--- config.mk ---
export PLATFORM = sky130hd
export DESIGN_NAME = rgb_to_yuv_converter
export DESIGN_NICKNAME = d
export VERILOG_FILES = /design/src/rtl/rgb_yuv_pkg.sv /design/src/rtl/yuv_clamp8.sv /design/src/rtl/rgb_to_yuv_converter.sv
export SDC_FILE = /design/constraint.sdc
export NUM_CORES = 1
export LEC_CHECK = 0
export ABC_AREA = 0
export BUFFER_PORTS_ARGS = -buffer_cell sky130_fd_sc_hd__buf_2
export CAP_MARGIN = 5
export CELL_PAD_IN_SITES_DETAIL_PLACEMENT = 1
export CELL_PAD_IN_SITES_GLOBAL_PLACEMENT = 2
export CORE_MARGIN = 4
export CORE_UTILIZATION = 43
export CTS_CLUSTER_SIZE = 12
export DETAILED_ROUTE_END_ITERATION = 6
export HOLD_SLACK_MARGIN = 0.02
export PLACE_DENSITY_LB_ADDON = 0.05
export SYNTH_ARGS = -nofsm -noshare
export SYNTH_HDL_FRONTEND = slang
export SYNTH_SLANG_ARGS = --single-unit
export TNS_END_PERCENT = 1
--- constraint.sdc ---
create_clock -name CLOCK_50_I -period 13.7 [get_ports CLOCK_50_I]
set_input_delay 2.74 -clock CLOCK_50_I [delete_from_list [all_inputs] [get_ports CLOCK_50_I]]
set_output_delay 2.74 -clock CLOCK_50_I [all_outputs]
set_load 0.02 [all_outputs]
--- src/rtl/rgb_yuv_pkg.sv ---
// Shared types and constants for the RGB -> YUV (BT.601 studio range) converter.
// Clamp limits for both the full-range and RGB2YUV_STUDIO_CLAMP_EN builds live here.
package rgb_yuv_pkg;

    typedef enum logic [2:0] {
        IDLE,
        MAC_R,
        MAC_G,
        MAC_B,
        OUT
    } state_t;

    // Coefficients x65536, columns R, G, B
    localparam int signed CY_R = 16843;
    localparam int signed CY_G = 33030;
    localparam int signed CY_B = 6423;
    localparam int signed CU_R = -9699;
    localparam int signed CU_G = -19071;
    localparam int signed CU_B = 28770;
    localparam int signed CV_R = 28770;
    localparam int signed CV_G = -24117;
    localparam int signed CV_B = -4653;

    localparam int signed ROUND_CONST = 32768;
    localparam int signed Y_OFFSET    = 16;
    localparam int signed C_OFFSET    = 128;

    localparam logic [7:0] Y_MIN_STUDIO = 8'd16;
    localparam logic [7:0] Y_MAX_STUDIO = 8'd235;
    localparam logic [7:0] C_MIN_STUDIO = 8'd16;
    localparam logic [7:0] C_MAX_STUDIO = 8'd240;
    localparam logic [7:0] FULL_MIN     = 8'd0;
    localparam logic [7:0] FULL_MAX     = 8'd255;

    function automatic logic [7:0] clamp_lo(input logic studio, input logic luma);
        return studio ? (luma ? Y_MIN_STUDIO : C_MIN_STUDIO) : FULL_MIN;
    endfunction

    function automatic logic [7:0] clamp_hi(input logic studio, input logic luma);
        return studio ? (luma ? Y_MAX_STUDIO : C_MAX_STUDIO) : FULL_MAX;
    endfunction

endpackage

--- src/rtl/yuv_clamp8.sv ---
// Saturates a signed accumulator-width value into an 8-bit unsigned range [lo, hi].
module yuv_clamp8
    #(
        parameter int ACC_W = 32
    )
    (
        input  logic signed [ACC_W-1:0] value,
        input  logic        [7:0]       lo,
        input  logic        [7:0]       hi,
        output logic        [7:0]       result
    );

    logic signed [ACC_W-1:0] lo_ext;
    logic signed [ACC_W-1:0] hi_ext;

    assign lo_ext = $signed({{(ACC_W-8){1'b0}}, lo});
    assign hi_ext = $signed({{(ACC_W-8){1'b0}}, hi});

    always_comb begin
        if (value < lo_ext) begin
            result = lo;
        end else if (value > hi_ext) begin
            result = hi;
        end else begin
            result = value[7:0];
        end
    end

endmodule

--- src/rtl/rgb_to_yuv_converter.sv ---
// RGB -> YUV converter: three shared multipliers stepped over R, G, B, valid/ready on both sides.
// Define RGB2YUV_STUDIO_CLAMP_EN to clamp Y to 16..235 and U/V to 16..240 instead of 0..255.
module rgb_to_yuv_converter
    import rgb_yuv_pkg::*;
    #(
        parameter int COEFF_W = 18,
        parameter int ACC_W   = 32
    )
    (
        input  logic       CLOCK_50_I,
        input  logic       resetn,
        input  logic       sync_clear,
        input  logic       in_valid,
        output logic       in_ready,
        input  logic [7:0] R_in,
        input  logic [7:0] G_in,
        input  logic [7:0] B_in,
        output logic       out_valid,
        input  logic       out_ready,
        output logic [7:0] Y_out,
        output logic [7:0] U_out,
        output logic [7:0] V_out
    );

`ifdef RGB2YUV_STUDIO_CLAMP_EN
    localparam logic STUDIO = 1'b1;
`else
    localparam logic STUDIO = 1'b0;
`endif

    localparam logic [7:0] Y_LO = clamp_lo(STUDIO, 1'b1);
    localparam logic [7:0] Y_HI = clamp_hi(STUDIO, 1'b1);
    localparam logic [7:0] C_LO = clamp_lo(STUDIO, 1'b0);
    localparam logic [7:0] C_HI = clamp_hi(STUDIO, 1'b0);

    state_t state;

    logic        [7:0]         r_cap, g_cap, b_cap, pix;
    logic signed [COEFF_W-1:0] coef_y, coef_u, coef_v;
    logic signed [ACC_W-1:0]   pix_ext;
    logic signed [ACC_W-1:0]   acc_y, acc_u, acc_v;
    logic signed [ACC_W-1:0]   prod_y, prod_u, prod_v;
    logic signed [ACC_W-1:0]   sum_y, sum_u, sum_v;
    logic signed [ACC_W-1:0]   pre_y, pre_u, pre_v;
    logic        [7:0]         y_clamped, u_clamped, v_clamped;

    // Operand select: the MAC state picks which captured channel and coefficient column feed the multipliers
    always_comb begin
        pix    = '0;
        coef_y = '0;
        coef_u = '0;
        coef_v = '0;
        case (state)
            MAC_R: begin
                pix    = r_cap;
                coef_y = COEFF_W'(CY_R);
                coef_u = COEFF_W'(CU_R);
                coef_v = COEFF_W'(CV_R);
            end
            MAC_G: begin
                pix    = g_cap;
                coef_y = COEFF_W'(CY_G);
                coef_u = COEFF_W'(CU_G);
                coef_v = COEFF_W'(CV_G);
            end
            MAC_B: begin
                pix    = b_cap;
                coef_y = COEFF_W'(CY_B);
                coef_u = COEFF_W'(CU_B);
                coef_v = COEFF_W'(CV_B);
            end
            default: ;
        endcase
    end

    assign pix_ext = $signed({{(ACC_W-8){1'b0}}, pix});
    assign prod_y  = pix_ext * ACC_W'(coef_y);
    assign prod_u  = pix_ext * ACC_W'(coef_u);
    assign prod_v  = pix_ext * ACC_W'(coef_v);

    assign sum_y = acc_y + prod_y;
    assign sum_u = acc_u + prod_u;
    assign sum_v = acc_v + prod_v;

    // Arithmetic shift floors; the rounding constant preloaded into the accumulators makes it round-to-nearest
    assign pre_y = (sum_y >>> 16) + ACC_W'(Y_OFFSET);
    assign pre_u = (sum_u >>> 16) + ACC_W'(C_OFFSET);
    assign pre_v = (sum_v >>> 16) + ACC_W'(C_OFFSET);

    yuv_clamp8 #(.ACC_W(ACC_W)) u_clamp_y (.value(pre_y), .lo(Y_LO), .hi(Y_HI), .result(y_clamped));
    yuv_clamp8 #(.ACC_W(ACC_W)) u_clamp_u (.value(pre_u), .lo(C_LO), .hi(C_HI), .result(u_clamped));
    yuv_clamp8 #(.ACC_W(ACC_W)) u_clamp_v (.value(pre_v), .lo(C_LO), .hi(C_HI), .result(v_clamped));

    always_ff @(posedge CLOCK_50_I or negedge resetn) begin
        if (!resetn) begin
            state     <= IDLE;
            in_ready  <= 1'b1;
            out_valid <= 1'b0;
            Y_out     <= 8'(Y_OFFSET);
            U_out     <= 8'(C_OFFSET);
            V_out     <= 8'(C_OFFSET);
            acc_y     <= '0;
            acc_u     <= '0;
            acc_v     <= '0;
            r_cap     <= '0;
            g_cap     <= '0;
            b_cap     <= '0;
        end else if (sync_clear) begin
            state     <= IDLE;
            in_ready  <= 1'b1;
            out_valid <= 1'b0;
            acc_y     <= '0;
            acc_u     <= '0;
            acc_v     <= '0;
        end else begin
            case (state)
                IDLE: begin
                    if (in_valid && in_ready) begin
                        r_cap    <= R_in;
                        g_cap    <= G_in;
                        b_cap    <= B_in;
                        acc_y    <= ACC_W'(ROUND_CONST);
                        acc_u    <= ACC_W'(ROUND_CONST);
                        acc_v    <= ACC_W'(ROUND_CONST);
                        in_ready <= 1'b0;
                        state    <= MAC_R;
                    end
                end
                MAC_R, MAC_G: begin
                    acc_y <= sum_y;
                    acc_u <= sum_u;
                    acc_v <= sum_v;
                    state <= (state == MAC_R) ? MAC_G : MAC_B;
                end
                MAC_B: begin
                    acc_y     <= sum_y;
                    acc_u     <= sum_u;
                    acc_v     <= sum_v;
                    Y_out     <= y_clamped;
                    U_out     <= u_clamped;
                    V_out     <= v_clamped;
                    out_valid <= 1'b1;
                    state     <= OUT;
                end
                OUT: begin
                    if (out_ready) begin
                        out_valid <= 1'b0;
                        in_ready  <= 1'b1;
                        state     <= IDLE;
                    end
                end
                default: begin
                    out_valid <= 1'b0;
                    in_ready  <= 1'b1;
                    state     <= IDLE;
                end
            endcase
        end
    end

endmodule

* Word-level counts from Yosys, hierarchy flattened
Cells that the tools add are included. W data, S select, Z words.
Word-level totals: flip-flop bits (word level) 149, input port bits 29, output and inout bits 26, logic and storage cells 77
Operators by class: $add $sub $neg 6, multipliers 3, magnitude comparators 6, eq/ne operators 8, mux-type cells 29, bitwise gates (word level) 1, reductions and logical operators 12
Operator list (number):
- $pmux W32 S2 | 3
- $mux W32 | 4
- $pmux W18 S3 | 2
- $add A32 B27 Y32 | 2
- $mul A9 B18 Y27 | 2
- $gt A17 B9 Y1 const B | 3
- $lt A17 B1 Y1 const B | 3
- $mux W8 | 6
- $pmux W16 S3 | 1
- $add A16 B9 Y17 const B | 2
- $add A32 B25 Y32 | 1
- $mul A8 B16 Y24 | 1
- $pmux W8 S3 | 1
- $add A16 B6 Y17 const B | 1
- $pmux W3 S4 | 1
- $mux W3 | 3
- $reduce_and A2 Y1 | 4
- $eq A3 B2 Y1 const B | 2
- $mux W1 | 6
- $ne A3 B3 Y1 const B | 2
- $pmux W1 S3 | 2
- $reduce_and A3 Y1 | 2
- $reduce_or A3 Y1 | 2
- $ne A2 B1 Y1 const B | 2
- other kinds (7) | 7

* Logic depth before layout (Yosys ltp)
depth in word-level cells 8, depth in mapped cells 44, gate-level depth less buffers 42

* Hierarchy
A second synthesis with hierarchy kept.
Unflattened totals: cell total of the unflattened synthesis 2335, area, all modules 22315.2 µm²
Modules (own cells, without submodules):
- rgb_to_yuv_converter | instances 1, cells each 2086, area each 20393.3 µm²
- yuv_clamp8 | instances 3, cells each 83, area each 640.6 µm²

* Worst setup path after synthesis
No wires, ideal clock.
kind register to register, start point reg state[2], end point reg Y_out[4], arrival 9.390 ns, required time 13.611 ns, slack 4.221 ns, stages on the path, launching flop included 44, path buffers 2, period minus slack after synthesis 9.479 ns, cells stage by stage dfrtp_1 -> buf_1 -> nor3b_1 -> nand2_1 -> inv_1 -> nor2_1 -> inv_1 -> nor2_1 -> nor2_1 -> ha_1 -> inv_1 -> fa_1 -> inv_1 -> ha_1 -> inv_1 -> fa_1 -> inv_1 -> fa_1 -> (+8 left out) -> nor2b_1 -> xnor2_1 -> ha_1 -> and3_1 -> o211a_1 -> a211o_4 -> a221oi_4 -> xor2_2 -> inv_2 -> ha_1 -> inv_1 -> nor4_1 -> or4b_1 -> o31a_1 -> o31a_1 -> and4_1 -> buf_6 -> a211oi_1
Between the ends: word-level cells in the longest chain between the ends 8, elaborated cells between the ends (all ways) 13, classes of those cells 2 x add/sub; 1 x mul; 2 x order compare; 3 x eq/ne; 4 x mux; 1 x reduce/logical
Ends and longest elaborated chain:
- start: declaration | RTL line rgb_to_yuv_converter.sv:36 | state_t state;
- start signal: assignment | RTL line rgb_to_yuv_converter.sv:133 | state <= (state == MAC_R) ? MAC_G : MAC_B;
- $eq A3 B2 Y1, or another cell as far along | RTL line rgb_to_yuv_converter.sv:53, rgb_to_yuv_converter.sv:116
- $pmux W8 S3 / $pmux W16 S3 (equally long branches) | RTL line rgb_to_yuv_converter.sv:53 | case (state)
- $mul A8 B16 Y24 | RTL line rgb_to_yuv_converter.sv:77 | assign prod_y = pix_ext * ACC_W'(coef_y);
- $add A32 B25 Y32 | RTL line rgb_to_yuv_converter.sv:81 | assign sum_y = acc_y + prod_y;
- $add A16 B6 Y17 | RTL line rgb_to_yuv_converter.sv:86 | assign pre_y = (sum_y >>> 16) + ACC_W'(Y_OFFSET);
- $gt A17 B9 Y1 | RTL line yuv_clamp8.sv:22 | end else if (value > hi_ext) begin
- $mux W8 | RTL line yuv_clamp8.sv:22
- $mux W8 | RTL line yuv_clamp8.sv:20 | if (value < lo_ext) begin
- end signal: assignment | RTL line rgb_to_yuv_converter.sv:99 | Y_out <= 8'(Y_OFFSET);
- end signal: assignment | RTL line rgb_to_yuv_converter.sv:139 | Y_out <= y_clamped;
- end: declaration | RTL line rgb_to_yuv_converter.sv:20 | output logic [7:0] Y_out,
Parallel ways exist; a longest one is shown, timed or not. A chain may end at the register's enable or synchronous reset.

* Final worst setup path
start point reg state[2], end point reg Y_out[0]
Same word-level chain as after synthesis.

==> results.py <==
metrics = {
    "placement": {
        "place_ws_ps": 2460,
        "io_buffer_count": 54,
        "placed_cell_area_mm2": 0.0216,
        "dp_hpwl_um": 52900,
        "gp_congestion": 0.957,
    },
    "final_layout": {
        "multi_input_area_mm2": 0.0151,
        "areaGrowthSynthToFinish_pct": 7.53,
        "layout-drive-gt1-share_pct": 7.34,
        "register_area_mm2": 0.00373,
        "nets": 2749,
        "num-fill-cells": 5379,
        "finalInstanceArea_mm2": 0.0221,
        "antenna_cells": 0,
    },
    "route": {
        "drtIter0Drc": 665,
        "drc": 0,
        "dr.pass1.iters": 4,
        "ant_nets": 0,
        "vias": 15500,
        "drt_wl_total_um": 63200,
        "wl_per_cell_um": 22.5,
        "post_drt_via_cell_ratio": 5.49,
    },
    "status": {
        "outcome": "complete, no violations",
    },
    "global_routing": {
        "grt.total_usage_pct": 25.9,
        "grt_start_max_net_pins": 58,
        "grt-ovfl-total": 0,
        "grt_pass1_vias": 17300,
        "antenna_found_initial": 0,
        "grt_pass1_wl_um": 100000,
    },
    "worst_setup_path": {
        "reg2reg_from": "state[2]$_DFFE_PN0P_",
        "startpoint": "state[2]$_DFFE_PN0P_",
        "cp_top_family": "simple AND/OR/NAND/NOR gates",
        "path_class": "flop to flop",
        "critical_path_buf_inv_count": 6,
        "endpoint_kind": "flop",
        "crit_slowest_cell": "nor2_1",
        "cp_max_fo": 14,
        "max_stage_delay_ps": 610,
        "arrival_ps": 11830,
        "worstPathRequired_ps": 14080,
        "timing.critical_path.mode_cell": "inv_1",
        "start_kind": "flop",
    },
    "hold_path": {
        "hp-start": "U_out[7]$_DFFE_PN1P_",
        "hp-class": "flop to flop",
    },
    "sta": {
        "worst_slack_ps": 2250,
        "period_needed_ps": 11450,
        "fin_setup_tns_ps": 0,
        "slew_violations": 0,
        "setup_viol": 0,
        "hold_viol": 0,
        "worstMarginPinSlew_ps": 1010,
        "rsz0062_at_grt": "no",
        "slew_headroom_pct": 32.3,
        "period_share_pct": 83.6,
        "finalClockSkew_ps": 10.0,
        "fmax_mhz": 87.3,
    },
    "clocking": {
        "clockRootBuffer": "clkbuf_16",
        "cts_resized": 0,
        "cts_hold_buf": 0,
        "clkTransAtPathRegs_ps": 70,
        "h-tree-depth": 4,
        "cts_buffers": 17,
        "worstSkewPairLatency_ps": 490,
        "postCtsSetupBuffers": 0,
        "cts_tree": "yes",
        "cts_sinks": 149,
        "max-clock-path-buffers": 2,
    },
    "die": {
        "die_w_um": 227,
        "dieArea_mm2": 0.0514,
        "rows": 79,
        "pin_count": 55,
        "core_area_mm2": 0.0470,
        "die_h_um": 227,
        "start_util_pct": 43.8,
    },
    "pwr": {
        "switching_share_pct": 55.1,
        "vdd_drop_max_mv": 0.455,
        "combPwrFrac_pct": 77.4,
        "clock_power_share_pct": 9.4,
        "p_switching_mw": 2.74,
        "p_leak_nw": 11.6,
        "power_density_mw_per_mm2": 225,
        "seq_power_share_pct": 13.2,
        "p_int_mw": 2.24,
    },
    "synthesis": {
        "synthXorXnorAreaFrac_pct": 4.59,
        "synth_top_family_by_area": "adder cells",
        "synth_seq_cells": 149,
        "synth_async_sr_flop_share_pct": 100,
        "netlist_area_mm2": 0.0206,
        "synth_top_area_share_pct": 28.7,
        "synth_area_leaders": "fa_1 (29%), dfrtp_1 (18%), ha_1 (14%), inv_1 (7.7%), nand2_1 (3.0%)",
        "seq_area_frac_synth_pct": 18.2,
        "ys.flop_type": "dfrtp_1",
        "yosysWarnings": 0,
        "synthMuxAreaShare_pct": 1.57,
        "yosysTopAreaCell": "fa_1",
        "syn_nets": 2706,
        "synthAdderAreaFrac_pct": 42.7,
        "avgSynthCellArea_um2": 9.56,
        "synth_edf_count": 0,
        "syn_inst": 2152,
        "synth_compound_area_share_pct": 14.6,
        "synth-simple-area-share_pct": 9.77,
        "yosysUniqueCellTypes": 86,
    },
    "flow_run": {
        "maxCapViolations": 0,
    },
}
power groups by stage:
stage	clock [mW]	sequential (mW)	combinational, mW
after detailed placement	0	0.663	3.87
after global placement	0	0.660	3.82
final	0.471	0.656	3.86
after floorplan	0	0.659	2.76
after global routing	0.502	0.670	4.34
after CTS	0.490	0.657	3.92
metal layers:
metal  vias to the layer above  track usage (%)  wire [um]
met5                         -                0          0
met4                         0             6.48       1410
met3                        60             5.55       2550
met2                       229             44.1      30900
met1                      7992             33.9      28300
li1                       7172                -          -
through the flow:
step	utilization [%]	hold slack, ps	instances	total power [mW]
after floorplan	-	450	2152	3.42
after global placement	45.9	457	2783	4.48
after detailed placement	45.9	462	2783	4.54
after CTS	47.1	470	2815	5.07
after global routing	47.1	482	2815	5.52
final	47.1	474	2815	4.98
worst reg2reg max path: cells and delay by family (launching register included):
| family | cells | cell delay [ps] |
|---|---|---|
| buffers and inverters | 6 | 690 |
| AND/OR/NAND/NOR | 10 | 3480 |
| AO/OA/AOI/OAI | 12 | 3070 |
| adder cells (fa/ha/maj) | 7 | 3060 |
| flip-flops | 1 | 550 |
| XOR/XNOR | 2 | 520 |
area by class of cell:
cell class,instances,share of cell area (%)
clock buffer,20,2.02
sequential,149,16.9
multi-input combinational,1535,68.3
timing repair buffer,68,1.73
clock inverter,12,0.475
inverter,424,7.20
tap,607,3.43
synthesized netlist by cell type, types with 8 or more instances:
cell and n:
a211oi_1 22, a21o_1 40, a21oi_1 107, a22o_1 31, a31oi_1 11, a41oi_1 10
and2_1 11, and3_1 15, clkbuf_1 37, dfrtp_1 145, fa_1 295, ha_1 230
inv_1 423, mux2_2 26, nand2_1 167, nand2b_1 19, nand3_1 29, nand4_1 9
nor2_1 93, nor2b_1 8, nor3_1 31, o211ai_1 12, o21a_1 17, o21ai_0 115
o21bai_1 13, or3_1 9, xnor2_1 61, xor2_1 45
state kept, by name (all words and copies together), names as in the netlist, 3 cells and up:
name	cells
U_out	8
V_out	8
Y_out	8
acc_y	32
acc_v	32
acc_u	32
g_cap	8
state	3
r_cap	8
b_cap	8
logic make-up after synthesis:
| kind of cell | after synthesis |
|---|---|
| multiplexers | 29 |
| AO/OA/AOI/OAI | 448 |
| flip-flops | 149 |
| adder cells (fa/ha/maj) | 525 |
| XOR/XNOR | 107 |
| buffers and inverters | 468 |
| AND/OR/NAND/NOR | 426 |
path summary, 6_finish.rpt:
check,to,slack (ps),cells after the start
max reg2reg,Y_out[0]$_DFFE_PN0P_,2250,37
min reg2reg,U_out[7]$_DFFE_PN1P_,470,2
max in group asynchronous,acc_y[24]$_DFFE_PN0P_,10350,2
max,Y_out[0]$_DFFE_PN0P_,2250,37
min in group asynchronous,acc_y[10]$_DFFE_PN0P_,2160,1
min,U_out[7]$_DFFE_PN1P_,470,2
layout by cell type, fill, tap and decap left out, drive strengths merged, types with 5 or more instances in the layout:
master / synthesis / routed
o21bai: 13 / 13
a41oi: 11 / 11
o21ai: 122 / 122
a31oi: 11 / 11
xor2: 46 / 46
mux2: 26 / 26
a31o: 5 / 5
inv: 424 / 425
nor4: 5 / 5
nand2: 167 / 167
a211oi: 22 / 22
nor3b: 5 / 5
dfrtp: 145 / 145
o31ai: 8 / 8
o211ai: 12 / 12
and3: 15 / 15
a21oi: 108 / 108
nand3: 29 / 29
nand2b: 19 / 19
clkbuf: 37 / 20
nor3: 32 / 32
or2: 5 / 5
a21o: 40 / 40
clkinv: 0 / 8
fa: 295 / 295
nor2: 93 / 93
nor2b: 9 / 9
o21a: 17 / 17
or3: 9 / 9
and4: 5 / 5
ha: 230 / 230
nand4: 9 / 9
a22o: 31 / 31
buf: 7 / 68
xnor2: 61 / 61
and2: 11 / 11
Note: power is estimated with default switching activity, not from simulation.
